**src/rtl/bru_pkg.sv**
```systemverilog
// rtl/bru_pkg.sv - shared types and flag bit positions for the branch resolve unit
package bru_pkg;

  typedef enum logic [2:0] {
    COND_EQ = 3'd0,
    COND_NE = 3'd1,
    COND_GT = 3'd2,
    COND_LT = 3'd3,
    COND_GE = 3'd4,
    COND_LE = 3'd5,
    COND_CS = 3'd6,
    COND_AL = 3'd7
  } cond_e;

  localparam int FLAG_N = 3;
  localparam int FLAG_Z = 2;
  localparam int FLAG_C = 1;
  localparam int FLAG_V = 0;

  typedef enum logic {
    IDLE  = 1'b0,
    FLUSH = 1'b1
  } bru_state_e;

endpackage

```
**src/rtl/bru_cond_eval.sv**
```systemverilog
// rtl/bru_cond_eval.sv - combinational condition-code evaluation against {N,Z,C,V}
module bru_cond_eval
  import bru_pkg::*;
(
  input  logic [3:0] flags,
  input  logic [2:0] cond,
  output logic       met
);

  logic n, z, c, v;

  assign n = flags[FLAG_N];
  assign z = flags[FLAG_Z];
  assign c = flags[FLAG_C];
  assign v = flags[FLAG_V];

  always_comb begin
    met = 1'b0;
    case (cond_e'(cond))
      COND_EQ: met = z;
      COND_NE: met = !z;
      COND_GT: met = !z && (n == v);
      COND_LT: met = (n != v);
      COND_GE: met = (n == v);
      COND_LE: met = z || (n != v);
      COND_CS: met = c;
      COND_AL: met = 1'b1;
      default: met = 1'b0;
    endcase
  end

endmodule

```
**src/rtl/branch_resolve_unit.sv**
```systemverilog
// rtl/branch_resolve_unit.sv - branch resolution, redirect and flush; BRU_PERF_EN adds perf counters
module branch_resolve_unit
  import bru_pkg::*;
#(
  parameter int PC_W         = 32,
  parameter int FLUSH_CYCLES = 2,
  parameter int CNT_W        = 16
) (
  input  logic            clk,
  input  logic            rst_n,
  input  logic            flags_we,
  input  logic [3:0]      flags_in,
  input  logic            br_valid,
  output logic            br_ready,
  input  logic [2:0]      br_cond,
  input  logic            br_uncond,
  input  logic            br_pred_taken,
  input  logic [PC_W-1:0] br_target,
  input  logic [PC_W-1:0] br_fallthru,
  output logic            res_valid,
  output logic            res_taken,
  output logic            res_mispredict,
  output logic [PC_W-1:0] redirect_pc,
  output logic            flush,
`ifdef BRU_PERF_EN
  output logic [CNT_W-1:0] perf_branches,
  output logic [CNT_W-1:0] perf_mispredicts,
`endif
  output logic [3:0]      flags_q
);

  bru_state_e      state_q, state_d;
  logic [3:0]      cnt_q, cnt_d;
  logic [3:0]      flags_d;
  logic            res_valid_q, res_taken_q, res_mispredict_q;
  logic [PC_W-1:0] redirect_pc_q;
  logic [3:0]      eff_flags;
  logic            cond_met, taken, accept;

  // A branch issued alongside an ALU flag write sees the new flags.
  assign eff_flags = flags_we ? flags_in : flags_q;
  assign flags_d   = flags_we ? flags_in : flags_q;

  bru_cond_eval u_cond_eval (
    .flags (eff_flags),
    .cond  (br_cond),
    .met   (cond_met)
  );

  assign taken  = br_uncond | cond_met;
  assign accept = br_valid & br_ready;

  always_ff @(posedge clk or negedge rst_n) begin
    if (!rst_n) begin
      state_q <= IDLE;
      cnt_q   <= 4'd0;
    end else begin
      state_q <= state_d;
      cnt_q   <= cnt_d;
    end
  end

  always_comb begin
    state_d = state_q;
    cnt_d   = cnt_q;
    case (state_q)
      IDLE: begin
        if (accept && (taken ^ br_pred_taken)) begin
          state_d = FLUSH;
          cnt_d   = 4'(FLUSH_CYCLES);
        end
      end
      FLUSH: begin
        cnt_d = cnt_q - 4'd1;
        if (cnt_q == 4'd1) begin
          state_d = IDLE;
        end
      end
      default: state_d = IDLE;
    endcase
  end

  always_comb begin
    br_ready = 1'b1;
    flush    = 1'b0;
    if (state_q == FLUSH) begin
      br_ready = 1'b0;
      flush    = 1'b1;
    end
  end

  always_ff @(posedge clk or negedge rst_n) begin
    if (!rst_n) begin
      flags_q          <= 4'd0;
      res_valid_q      <= 1'b0;
      res_taken_q      <= 1'b0;
      res_mispredict_q <= 1'b0;
      redirect_pc_q    <= '0;
    end else begin
      flags_q     <= flags_d;
      res_valid_q <= accept;
      if (accept) begin
        res_taken_q      <= taken;
        res_mispredict_q <= taken ^ br_pred_taken;
        redirect_pc_q    <= taken ? br_target : br_fallthru;
      end
    end
  end

  assign res_valid      = res_valid_q;
  assign res_taken      = res_taken_q;
  assign res_mispredict = res_mispredict_q;
  assign redirect_pc    = redirect_pc_q;

`ifdef BRU_PERF_EN
  logic [CNT_W-1:0] perf_branches_q, perf_mispredicts_q;

  always_ff @(posedge clk or negedge rst_n) begin
    if (!rst_n) begin
      perf_branches_q    <= '0;
      perf_mispredicts_q <= '0;
    end else if (res_valid_q) begin
      perf_branches_q <= perf_branches_q + 1'b1;
      if (res_mispredict_q) begin
        perf_mispredicts_q <= perf_mispredicts_q + 1'b1;
      end
    end
  end

  assign perf_branches    = perf_branches_q;
  assign perf_mispredicts = perf_mispredicts_q;
`else
  logic unused_cnt_w;
  assign unused_cnt_w = ^CNT_W;
`endif

endmodule

```
**config.mk**
```make
export PLATFORM = sky130hd
export DESIGN_NAME = branch_resolve_unit
export DESIGN_NICKNAME = d
export VERILOG_FILES = /design/src/rtl/bru_pkg.sv /design/src/rtl/bru_cond_eval.sv /design/src/rtl/branch_resolve_unit.sv
export SDC_FILE = /design/constraint.sdc
export NUM_CORES = 1
export LEC_CHECK = 0
export ABC_CLOCK_PERIOD_IN_PS = 4200
export BUFFER_PORTS_ARGS = -buffer_cell sky130_fd_sc_hd__buf_4
export CAP_MARGIN = 10
export CORE_MARGIN = 2
export CORE_UTILIZATION = 49
export CTS_CLUSTER_SIZE = 24
export DETAILED_ROUTE_END_ITERATION = 8
export PLACE_DENSITY = 0.85
export SKIP_CTS_REPAIR_TIMING = 1
export SLEW_MARGIN = 10
export SYNTH_ARGS = -nofsm -noshare
export SYNTH_HDL_FRONTEND = slang
export SYNTH_SLANG_ARGS = --single-unit
```
**constraint.sdc**
```tcl
create_clock -name clk -period 4.2 [get_ports clk]
set_input_delay 0.42 -clock clk [delete_from_list [all_inputs] [get_ports clk]]
set_output_delay 0.42 -clock clk [all_outputs]
set_load 0.02 [all_outputs]
```
# After elaboration in Yosys (flattened, before gate mapping)
# Index checks and enable logic that the tools add are counted.
word_totals:
  regBits: 44
  inputBits: 77
  output_inout_bits: 41
  elab_cells: 38
classes:
  n_addsub: 1
  eq_ne: 11
  mux: 10
  n_bitwise: 4
  reduce_logical: 5
op_table:
  columns: ["cell", "count"]
  rows:
  - ["$mux 32", 1]
  - ["$eq 3x3->1 const B", 4]
  - ["$mux 4", 2]
  - ["$pmux 1 s8", 1]
  - ["$pmux 4 s2", 1]
  - ["$eq 3x2->1 const B", 2]
  - ["$eq 4x1->1 const B", 1]
  - ["$mux 1", 4]
  - ["$sub 4x1->4 const B", 1]
  - ["$eq 3x1->1 const B", 1]
  - ["$logic_not 3->1", 1]
  - ["$logic_and 1x1->1", 2]
  - ["$ne 2x2->1 const B", 1]
  - ["$pmux 1 s2", 1]
  - ["$and 1x1->1", 1]
  - ["$eq 1x1->1", 1]
  - ["$logic_not 1->1", 1]
  - ["$logic_or 1x1->1", 1]
  - ["$ne 1x1->1", 1]
  - ["$not 1->1", 1]
  - ["$or 1x1->1", 1]
  - ["$xor 1x1->1", 1]

# Depth between registers and ports, before layout
# Gate-level depths: netlist (run 1).
logic_depth:
  ltp_word: 9
  ltp_mapped: 9
  mapped_depth_nobuf: 6

# By module
# A second synthesis (run 1) with hierarchy kept.
hier_totals:
  hier_cells: 194
  area_unflattened_um2: 2087.0
modules_own_cells:
  columns: ["module", "instances", "cells_each", "area_each_um2", "seq_area_each_um2"]
  rows:
  - ["branch_resolve_unit", 1, 183, 2015.7, 1101.1]
  - ["bru_cond_eval", 1, 11, 71.3, 0.0]

# Worst setup path before layout (run 1)
# OpenSTA, ideal clock, no wires.
synth_path:
  kind: "input to register"
  start: "input flags_we"
  end: "register cnt_q[0]"
  setup_time_ps: 131
  arrival_time_ps: 1958
  required_time_ps: 4069
  slack_ps: 2111
  cell_stages: 8
  n_path_buf: 2
  cell_sequence: "buf_6 -> mux2_4 -> xor2_1 -> o32a_1 -> o221a_1 -> buf_6 -> xor2_1 -> a31oi_1"
synth_between:
  elab_chain_cells: 8
  word_cells_on_any_way: 11
  cone_classes: "eq/ne: 3; mux: 2; bitwise: 2; reduce/logical: 4"
synth_lines:
  columns: ["item", "line_no", "rtl"]
  rows:
  - ["start: declaration", "branch_resolve_unit.sv:11", "input logic flags_we,"]
  - ["$mux 4 *", null, null]
  - ["net eff_flags[2]", "branch_resolve_unit.sv:37", "logic [3:0] eff_flags;"]
  - ["$logic_not 1->1", "bru_cond_eval.sv:21, bru_cond_eval.sv:22", null]
  - ["$logic_and 1x1->1", "bru_cond_eval.sv:22", "COND_GT: met = !z && (n == v);"]
  - ["$pmux 1 s8 *", "bru_cond_eval.sv:19", "case (cond_e'(cond))"]
  - ["$or 1x1->1 *", "branch_resolve_unit.sv:50", "assign taken = br_uncond | cond_met;"]
  - ["$xor 1x1->1 *", "branch_resolve_unit.sv:68", "if (accept && (taken ^ br_pred_taken)) begin"]
  - ["$logic_and 1x1->1 *", "branch_resolve_unit.sv:68", null]
  - ["$ne 2x2->1 (no source line) *", null, null]
  - ["end signal: assignment", "branch_resolve_unit.sv:59", "cnt_q <= cnt_d;"]
  - ["end: declaration", "branch_resolve_unit.sv:33", "logic [3:0] cnt_q, cnt_d;"]
# Mark *: on every way through the listed nets, which the timed path passes. The rest lies on a longest branch.
# A chain may end at the register's enable or synchronous reset.

# Worst setup path after layout (run 1)
layout_path:
  start: "register flags_q[3]"
  end: "register cnt_q[2]"
layout_between:
  elab_chain_cells: 8
  word_cells_on_any_way: 10
  cone_classes: "eq/ne: 3; mux: 2; bitwise: 2; reduce/logical: 3"
layout_lines:
  columns: ["item", "line_no", "rtl"]
  rows:
  - ["start: declaration", "branch_resolve_unit.sv:29", "output logic [3:0] flags_q"]
  - ["start signal: assignment", "branch_resolve_unit.sv:100", "flags_q <= flags_d;"]
  - ["$mux 4 *", null, null]
  - ["$ne 1x1->1 or $eq 1x1->1 (tied branches)", null, null]
  - ["$logic_or 1x1->1 or $logic_and 1x1->1 (tied branches)", "bru_cond_eval.sv:25, bru_cond_eval.sv:22", null]
  - ["$pmux 1 s8 *", "bru_cond_eval.sv:19", null]
  - ["$or 1x1->1 *", "branch_resolve_unit.sv:50", null]
  - ["$xor 1x1->1 *", "branch_resolve_unit.sv:68", null]
  - ["$logic_and 1x1->1 *", "branch_resolve_unit.sv:68", null]
  - ["$ne 2x2->1 (no source line) *", null, null]
# Every way passes the cells marked *; elsewhere a longest branch is shown, timed or not.

==> metrics.csv, run 1 <==
metric;value;unit
# clock sinks;44;
DRC;0;
r2r worst-path depth;6;
maximum level of the CTS H-tree;2;
startpoint types;register;
Reg2Reg Launch Point;flags_q[3]$_DFF_PN0_;
post-synthesis sequential area ratio;46.71;%
routed len/inst;13.92;um
Die Area;5382;um^2
crit path max fanout;67;
placed insts;394;
gpl congestion;0.8489;
Pins Over Slew Limit;0;
initial DRC count;89;
CTS buffer count;5;
r2r endpoint;cnt_q[2]$_DFFE_PN0P_;
Tot GR Track Use;20.63;%
Crit. End Element;register;
met1 GRT Util;25.98;%
total global routing overflow;0;
Setup Crit Path Kind;reg -> reg;
library cells used by synthesis;32;
clock latency at the later pin of the worst-skew pair;0.29;ns
reg2reg setup slack;1.76;ns
cell row count;25;
post-synthesis mux area share;3.450;%
largest net degree at the start of global routing;69;
IO Pins;118;
Simple-Gate Fraction of Synth Area;20.86;%
largest vdd supply drop;0.0002980;V
Die Y;73.36;um
Min-Delay Path Class;in -> async;
Leak;1.627;nW
Worst EP arrival;2.57;ns
Syn Inst Count;241;
core box area;4692;um^2
Setup violations, final;0;
first-pass GRT wire length;8.742;mm
Die W;73.36;um
Nets;426;
Via Count;2126;
Tightest Pin Transition;1.049;ns
Vias/cell;5.289;
Power Density;621.3;nW/um^2
Post-Syn Area;2357;um^2
Synth Area in XOR/XNOR;3.291;%
Fillers;371;
YS warnings;0;
synthesized net count;320;
post-DP HPWL;3.911;mm
CTS tree;yes;
Power Total;2.051;mW
Clock Pin Slew Worst Setup and Hold Paths;0.08;ns
WL final;5.594;mm
Clock Skew;0.005245;ns
final setup TNS;0;ns
Final ANT Viol Nets;0;
global routing's busiest layer;met2;
Finished Layout Cells;402;
first-pass detailed-route iteration total;4;
Root Driver;clkbuf_8;
Starting Density;50.24;%
met2 Track Usage GR;34.13;%
Avg Cell Area, Syn;9.781;um^2
RSZ-0062 raised after global routing;no;
MaxCap Viol Count;0;
share of layout cells above drive strength 1;45.98;%
antenna violations before repair;0;
adder-cell share of the synthesized area;1.062;%
Peak Freq;410.4;MHz
# diodes;0;
final hold violation count;0;
Max Buffers Root-to-Sink;2;
register bit count reported by yosys;44;
Critical Path RT;4.33;ns
met3 Use GR;6.036;%
vias in the first global route;2009;
largest family of logic cells by synthesized area;simple AND/OR/NAND/NOR gates;
IO buf count;117;
minimum clock period;2.437;ns
synthesis-to-layout area growth;40.02;%
Synth Area in Compound Gates;19.21;%
Tcrit/Tclk final;58.02;%
Max-slew headroom;29.98;%
outcome;completed;
worst max-delay path: stages, from the launching register on:
cell and delay (ns):
dfrtp_1 0.41, xor2_1 0.27, nor4_1 0.09, o311ai_1 0.27, o221a_4 0.86, xor2_1 0.27
a21oi_1 0.10
worst max-delay path by stage:
| stage | startpoint | end | cells past startpoint |
|---|---|---|---|
| finish | flags_q[3]$_DFF_PN0_ | cnt_q[2]$_DFFE_PN0P_ | 6 |
| global route | flags_q[3]$_DFF_PN0_ | cnt_q[2]$_DFFE_PN0P_ | 6 |
| CTS | flags_q[3]$_DFF_PN0_ | cnt_q[3]$_DFFE_PN0P_ | 6 |
| detailed placement | flags_in[3] | cnt_q[3]$_DFFE_PN0P_ | 7 |
| global placement | flags_in[3] | cnt_q[3]$_DFFE_PN0P_ | 7 |
| floorplan | flags_we | cnt_q[0]$_DFFE_PN0P_ | 8 |
power breakdown:
group / total [mW] / internal (mW) / switching (mW)
logic: 1.05 / 0.457 / 0.597
clock network: 0.270 / 0.134 / 0.135
registers: 0.728 / 0.610 / 0.118
total: 2.05 / 1.20 / 0.850
cell families (layout without fill, tap and decap cells):
kind of cell,Yosys count,in the layout
fa+ha+maj,2,2
buf+inv,24,131
xor+xnor,8,8
compound gates,42,42
simple gates,115,115
mux,6,6
flops,44,44
cells in the mapped netlist, drive strengths merged:
cell type,number,area share (%)
nand2,73,12
dfrtp,44,47
nand3,32,6.8
o211ai,32,16
clkbuf,12,1.9
buf,7,2.7
inv,5,0.80
xor2,5,1.9
mux2,4,2.1
nor2,4,0.64
o21ai,3,0.64
xnor2,3,1.4
a21oi,2,0.42
ha,2,1.1
nor3b,2,0.64
nor4,2,0.53
a31oi,1,0.27
mux2i,1,0.42
mux4,1,0.96
nand2b,1,0.27
nor4b,1,0.37
o221a,1,0.48
o22ai,1,0.27
o311ai,1,0.37
o32a,1,0.42
metal layers:
layer	vias to the layer above	wire length [um]
met5	-	0
met3	4	504
met2	88	2711
met1	986	2346
met4	0	31
li1	1048	-
metrics by stage:
stage / util, % / hold WS (ns) / setup slack [ns] / area [um^2]
floorplan: - / 0.1244 / 2.111 / 2357
global placement: 68.43 / 0.4470 / 1.625 / 3211
detailed placement: 68.43 / 0.4569 / 1.567 / 3211
CTS: 70.35 / 0.1358 / 1.743 / 3301
global route: 70.35 / 0.1555 / 1.527 / 3301
finish: 70.35 / 0.1176 / 1.763 / 3301
layout by cell type, fill, tap and decap left out, types with 3 or more instances in the layout:
cell,count
nand3_1,32
buf_4,118
o211ai_1,3
o211ai_2,29
xor2_1,5
clkbuf_8,6
dfrtp_1,44
nor2_1,4
nand2_1,73
inv_1,4
final cells by class:
cell class                      count  area, um^2  share of cell area [%]
Inverter                            5       18.77                  0.5686
Tap cell                           54       67.56                   2.047
Sequential cell                    44        1101                   33.36
Multi-Input combinational cell    173        1137                   34.46
Timing Repair Buffer              118       885.9                   26.84
Clock buffer                        8       90.09                   2.729
sequential cells by signal, indices dropped and copies added, names as in the netlist:
register and count:
res_valid 1, cnt_q 4, res_mispredict 1, state_q 1, redirect_pc 32, flags_q 4
res_taken 1
Power figures use the tool's default switching activity.
==> run 2, diff against run 1 <==
--- a/config.mk
+++ b/config.mk
@@ -5,14 +5,14 @@
 export SDC_FILE = /design/constraint.sdc
 export NUM_CORES = 1
 export LEC_CHECK = 0
-export ABC_CLOCK_PERIOD_IN_PS = 4200
+export ABC_CLOCK_PERIOD_IN_PS = 2100
 export BUFFER_PORTS_ARGS = -buffer_cell sky130_fd_sc_hd__buf_4
 export CAP_MARGIN = 10
 export CORE_MARGIN = 2
-export CORE_UTILIZATION = 49
+export CORE_UTILIZATION = 41
 export CTS_CLUSTER_SIZE = 24
 export DETAILED_ROUTE_END_ITERATION = 8
-export PLACE_DENSITY = 0.85
+export PLACE_DENSITY = 0.76
 export SKIP_CTS_REPAIR_TIMING = 1
 export SLEW_MARGIN = 10
 export SYNTH_ARGS = -nofsm -noshare
==> constraint.sdc (replaced) <==
create_clock -name clk -period 2.1 [get_ports clk]
set_input_delay 0.21 -clock clk [delete_from_list [all_inputs] [get_ports clk]]
set_output_delay 0.21 -clock clk [all_outputs]
set_load 0.02 [all_outputs]
==> run 2 against run 1 <==
Compared with the run above:
- first-iteration DRC count rose by 11%
- die area increased by 18%
- core utilization shrank 8.3 points
- combinational power grew 110%
- sequential power increased by 100%
- cell count up 6.2%
- non-clock buffer count grew 7
- via count up 2.4%
- clock-buffer cell count unchanged
- final area grew 4.1%
- clock power rose by 100%
- largest cell class unchanged
==> metrics.csv, run 2 (synthesis results as in run 1) <==
metric;value;unit;change
outcome;completed;;
Final ANT Viol Nets;0;;unchanged
hold depth;2;;
slowest CP cell;mux4_2;;
reg2reg setup slack;0.09;ns;-1.68 ns
post-DP HPWL;4.295;mm;+9.8%
clock latency at the later pin of the worst-skew pair;0.29;ns;about the same
gpl congestion;0.7950;;-6.3%
r2r endpoint;redirect_pc[16]$_DFFE_PN0P_;;
Peak Freq;496.7;MHz;+21%
largest net degree at the start of global routing;45;;-35%
# clock sinks;44;;unchanged
Die W;79.83;um;+8.8%
Power Total;4.190;mW;+100%
final hold violation count;0;;unchanged
startpoint types;register;;
IO Pins;118;;unchanged
most common cell after layout, fill and taps aside;buf_4;;
Worst EP arrival;2.18;ns;-0.39 ns
routed len/inst;13.88;um;-0.25%
max reg flops;32;;unchanged
minimum clock period;2.013;ns;-0.4234 ns
MaxCap Viol Count;0;;unchanged
final setup TNS;0;ns;unchanged
Die Y;79.83;um;+8.8%
Setup Crit Path Kind;reg -> reg;;
Via Count;2177;;+2.4%
Worst Hold Slack;0.1169;ns;-0.0007070 ns
Worst path max stage delay;0.46;ns;-0.40 ns
Critical Path RT;2.27;ns;-2.06 ns
Reg2Reg Launch Point;flags_q[3]$_DFF_PN0_;;
Starting Density;42.55;%;-7.7 points
WL final;5.927;mm;+6.0%
DRC;0;;unchanged
CTS buffer count;5;;unchanged
Power Density;1219;nW/um^2;+96%
initial DRC count;99;;+11%
IO buf count;117;;unchanged
Crit. End Element;register;;
Root Driver;clkbuf_8;;
commonest non-fill, non-tap cells in the layout;buf_4, nand2_1, dfrtp_1;;
crit path max fanout;38;;-43%
Clock Skew;0.007105;ns;+0.001860 ns
Tightest Pin Transition;0.5637;ns;-0.4851 ns
Setup violations, final;0;;unchanged
CP Cell Sequence;xor2_2 -> nor2_1 -> mux4_2 -> o221a_4 -> buf_12 -> nand3_1 -> o211ai_2;;
first-pass GRT wire length;9.377;mm;+7.3%
Pins Over Slew Limit;0;;unchanged
maximum level of the CTS H-tree;2;;unchanged
hold wc startpoint;br_valid;;
total global routing overflow;0;;unchanged
# diodes;0;;unchanged
Critical path buffers and inverters;1;;+1
WHS Endpoint;cnt_q[0]$_DFFE_PN0P_;;
Max Buffers Root-to-Sink;2;;unchanged
Tcrit/Tclk final;95.87;%;+38 points
Tot GR Track Use;18.47;%;-2.2 points
share of layout cells above drive strength 1;47.04;%;+1.1 points
Clock Pin Slew Worst Setup and Hold Paths;0.08;ns;about the same
Vias/cell;5.098;;-3.6%
largest vdd supply drop;0.0005969;V;+100%
cell row count;27;;+8.0%
Min-Delay Path Class;in -> reg;;
cell family with most CP delay;multiplexers;;
vias in the first global route;2147;;+6.9%
core box area;5540;um^2;+18%
first-pass detailed-route iteration total;4;;unchanged
CTS tree;yes;;
antenna violations before repair;0;;unchanged
Die Area;6372;um^2;+18%
synthesis-to-layout area growth;45.75;%;
Nets;433;;+1.6%
r2r worst-path depth;7;;+1
Fillers;494;;+33%
Max-slew headroom;62.42;%;+32 points
Leak;1.680;nW;+3.2%
-- run 2: cell types whose count changed in the layout (fill, tap and decap cells not counted), sizes merged --
| cell | before | now |
|---|---|---|
| buf | 118 | 124 |
| dlygate4sd3 | 0 | 1 |
-- run 2: area by class of cell --
| cell class | instances | area, um^2 | share of cell area [%] |
|---|---|---|---|
| Multi-Input combinational cell | 173 | 1145 | 33.32 |
| Sequential cell | 44 | 1101 | 32.05 |
| Timing Repair Buffer | 125 | 991.0 | 28.84 |
| Clock buffer | 8 | 90.09 | 2.622 |
| Tap cell | 72 | 90.09 | 2.622 |
| Inverter | 5 | 18.77 | 0.5462 |
-- run 2: power breakdown --
part | total (mW) | switching [mW] | internal [mW]
registers | 1.46 | 0.239 | 1.22
clock network | 0.539 | 0.270 | 0.269
logic | 2.19 | 1.22 | 0.977
-- run 2: worst reg2reg max path, cell delays in order, from the launching register on --
cell and delay (ns):
dfrtp_1 0.43, xor2_2 0.24, nor2_1 0.07, mux4_2 0.46, o221a_4 0.28, buf_12 0.19
nand3_1 0.14, o211ai_2 0.09
-- run 2: worst max-delay path by stage --
stage,from,end,slack (ns),cells after the start
3_5_place_dp,flags_q[3]$_DFF_PN0_,redirect_pc[16]$_DFFE_PN0P_,0.07,7
4_1_cts,flags_q[3]$_DFF_PN0_,redirect_pc[16]$_DFFE_PN0P_,0.05,7
2_1_floorplan,flags_q[3]$_DFF_PN0_,cnt_q[0]$_DFFE_PN0P_,0.06,7
6_report,flags_q[3]$_DFF_PN0_,redirect_pc[16]$_DFFE_PN0P_,0.09,7
5_1_grt,flags_q[3]$_DFF_PN0_,cnt_q[0]$_DFFE_PN0P_,-0.02,6
3_3_place_gp,flags_q[3]$_DFF_PN0_,cnt_q[3]$_DFFE_PN0P_,0.14,6
-- run 2: per-layer routing --
metal / share of wire (%) / track usage [%] / wire length, um
met1: 41 / 21.92 / 2446
met2: 50 / 33.53 / 2957
met3: 8.2 / 4.525 / 485
met4: 0.62 / 4.407 / 37
met5: 0 / 0 / 0
-- run 2: stage by stage --
stage	cells	area [um^2]	util, %	worst slack (ns)
final	427	3436	62.01	0.08673
after global routing	427	3436	62.01	-0.01872
after CTS	426	3418	61.70	0.05171
after detailed placement	418	3328	60.07	0.07225
after global placement	418	3328	60.07	0.1376
after floorplan	241	2357	-	0.06331
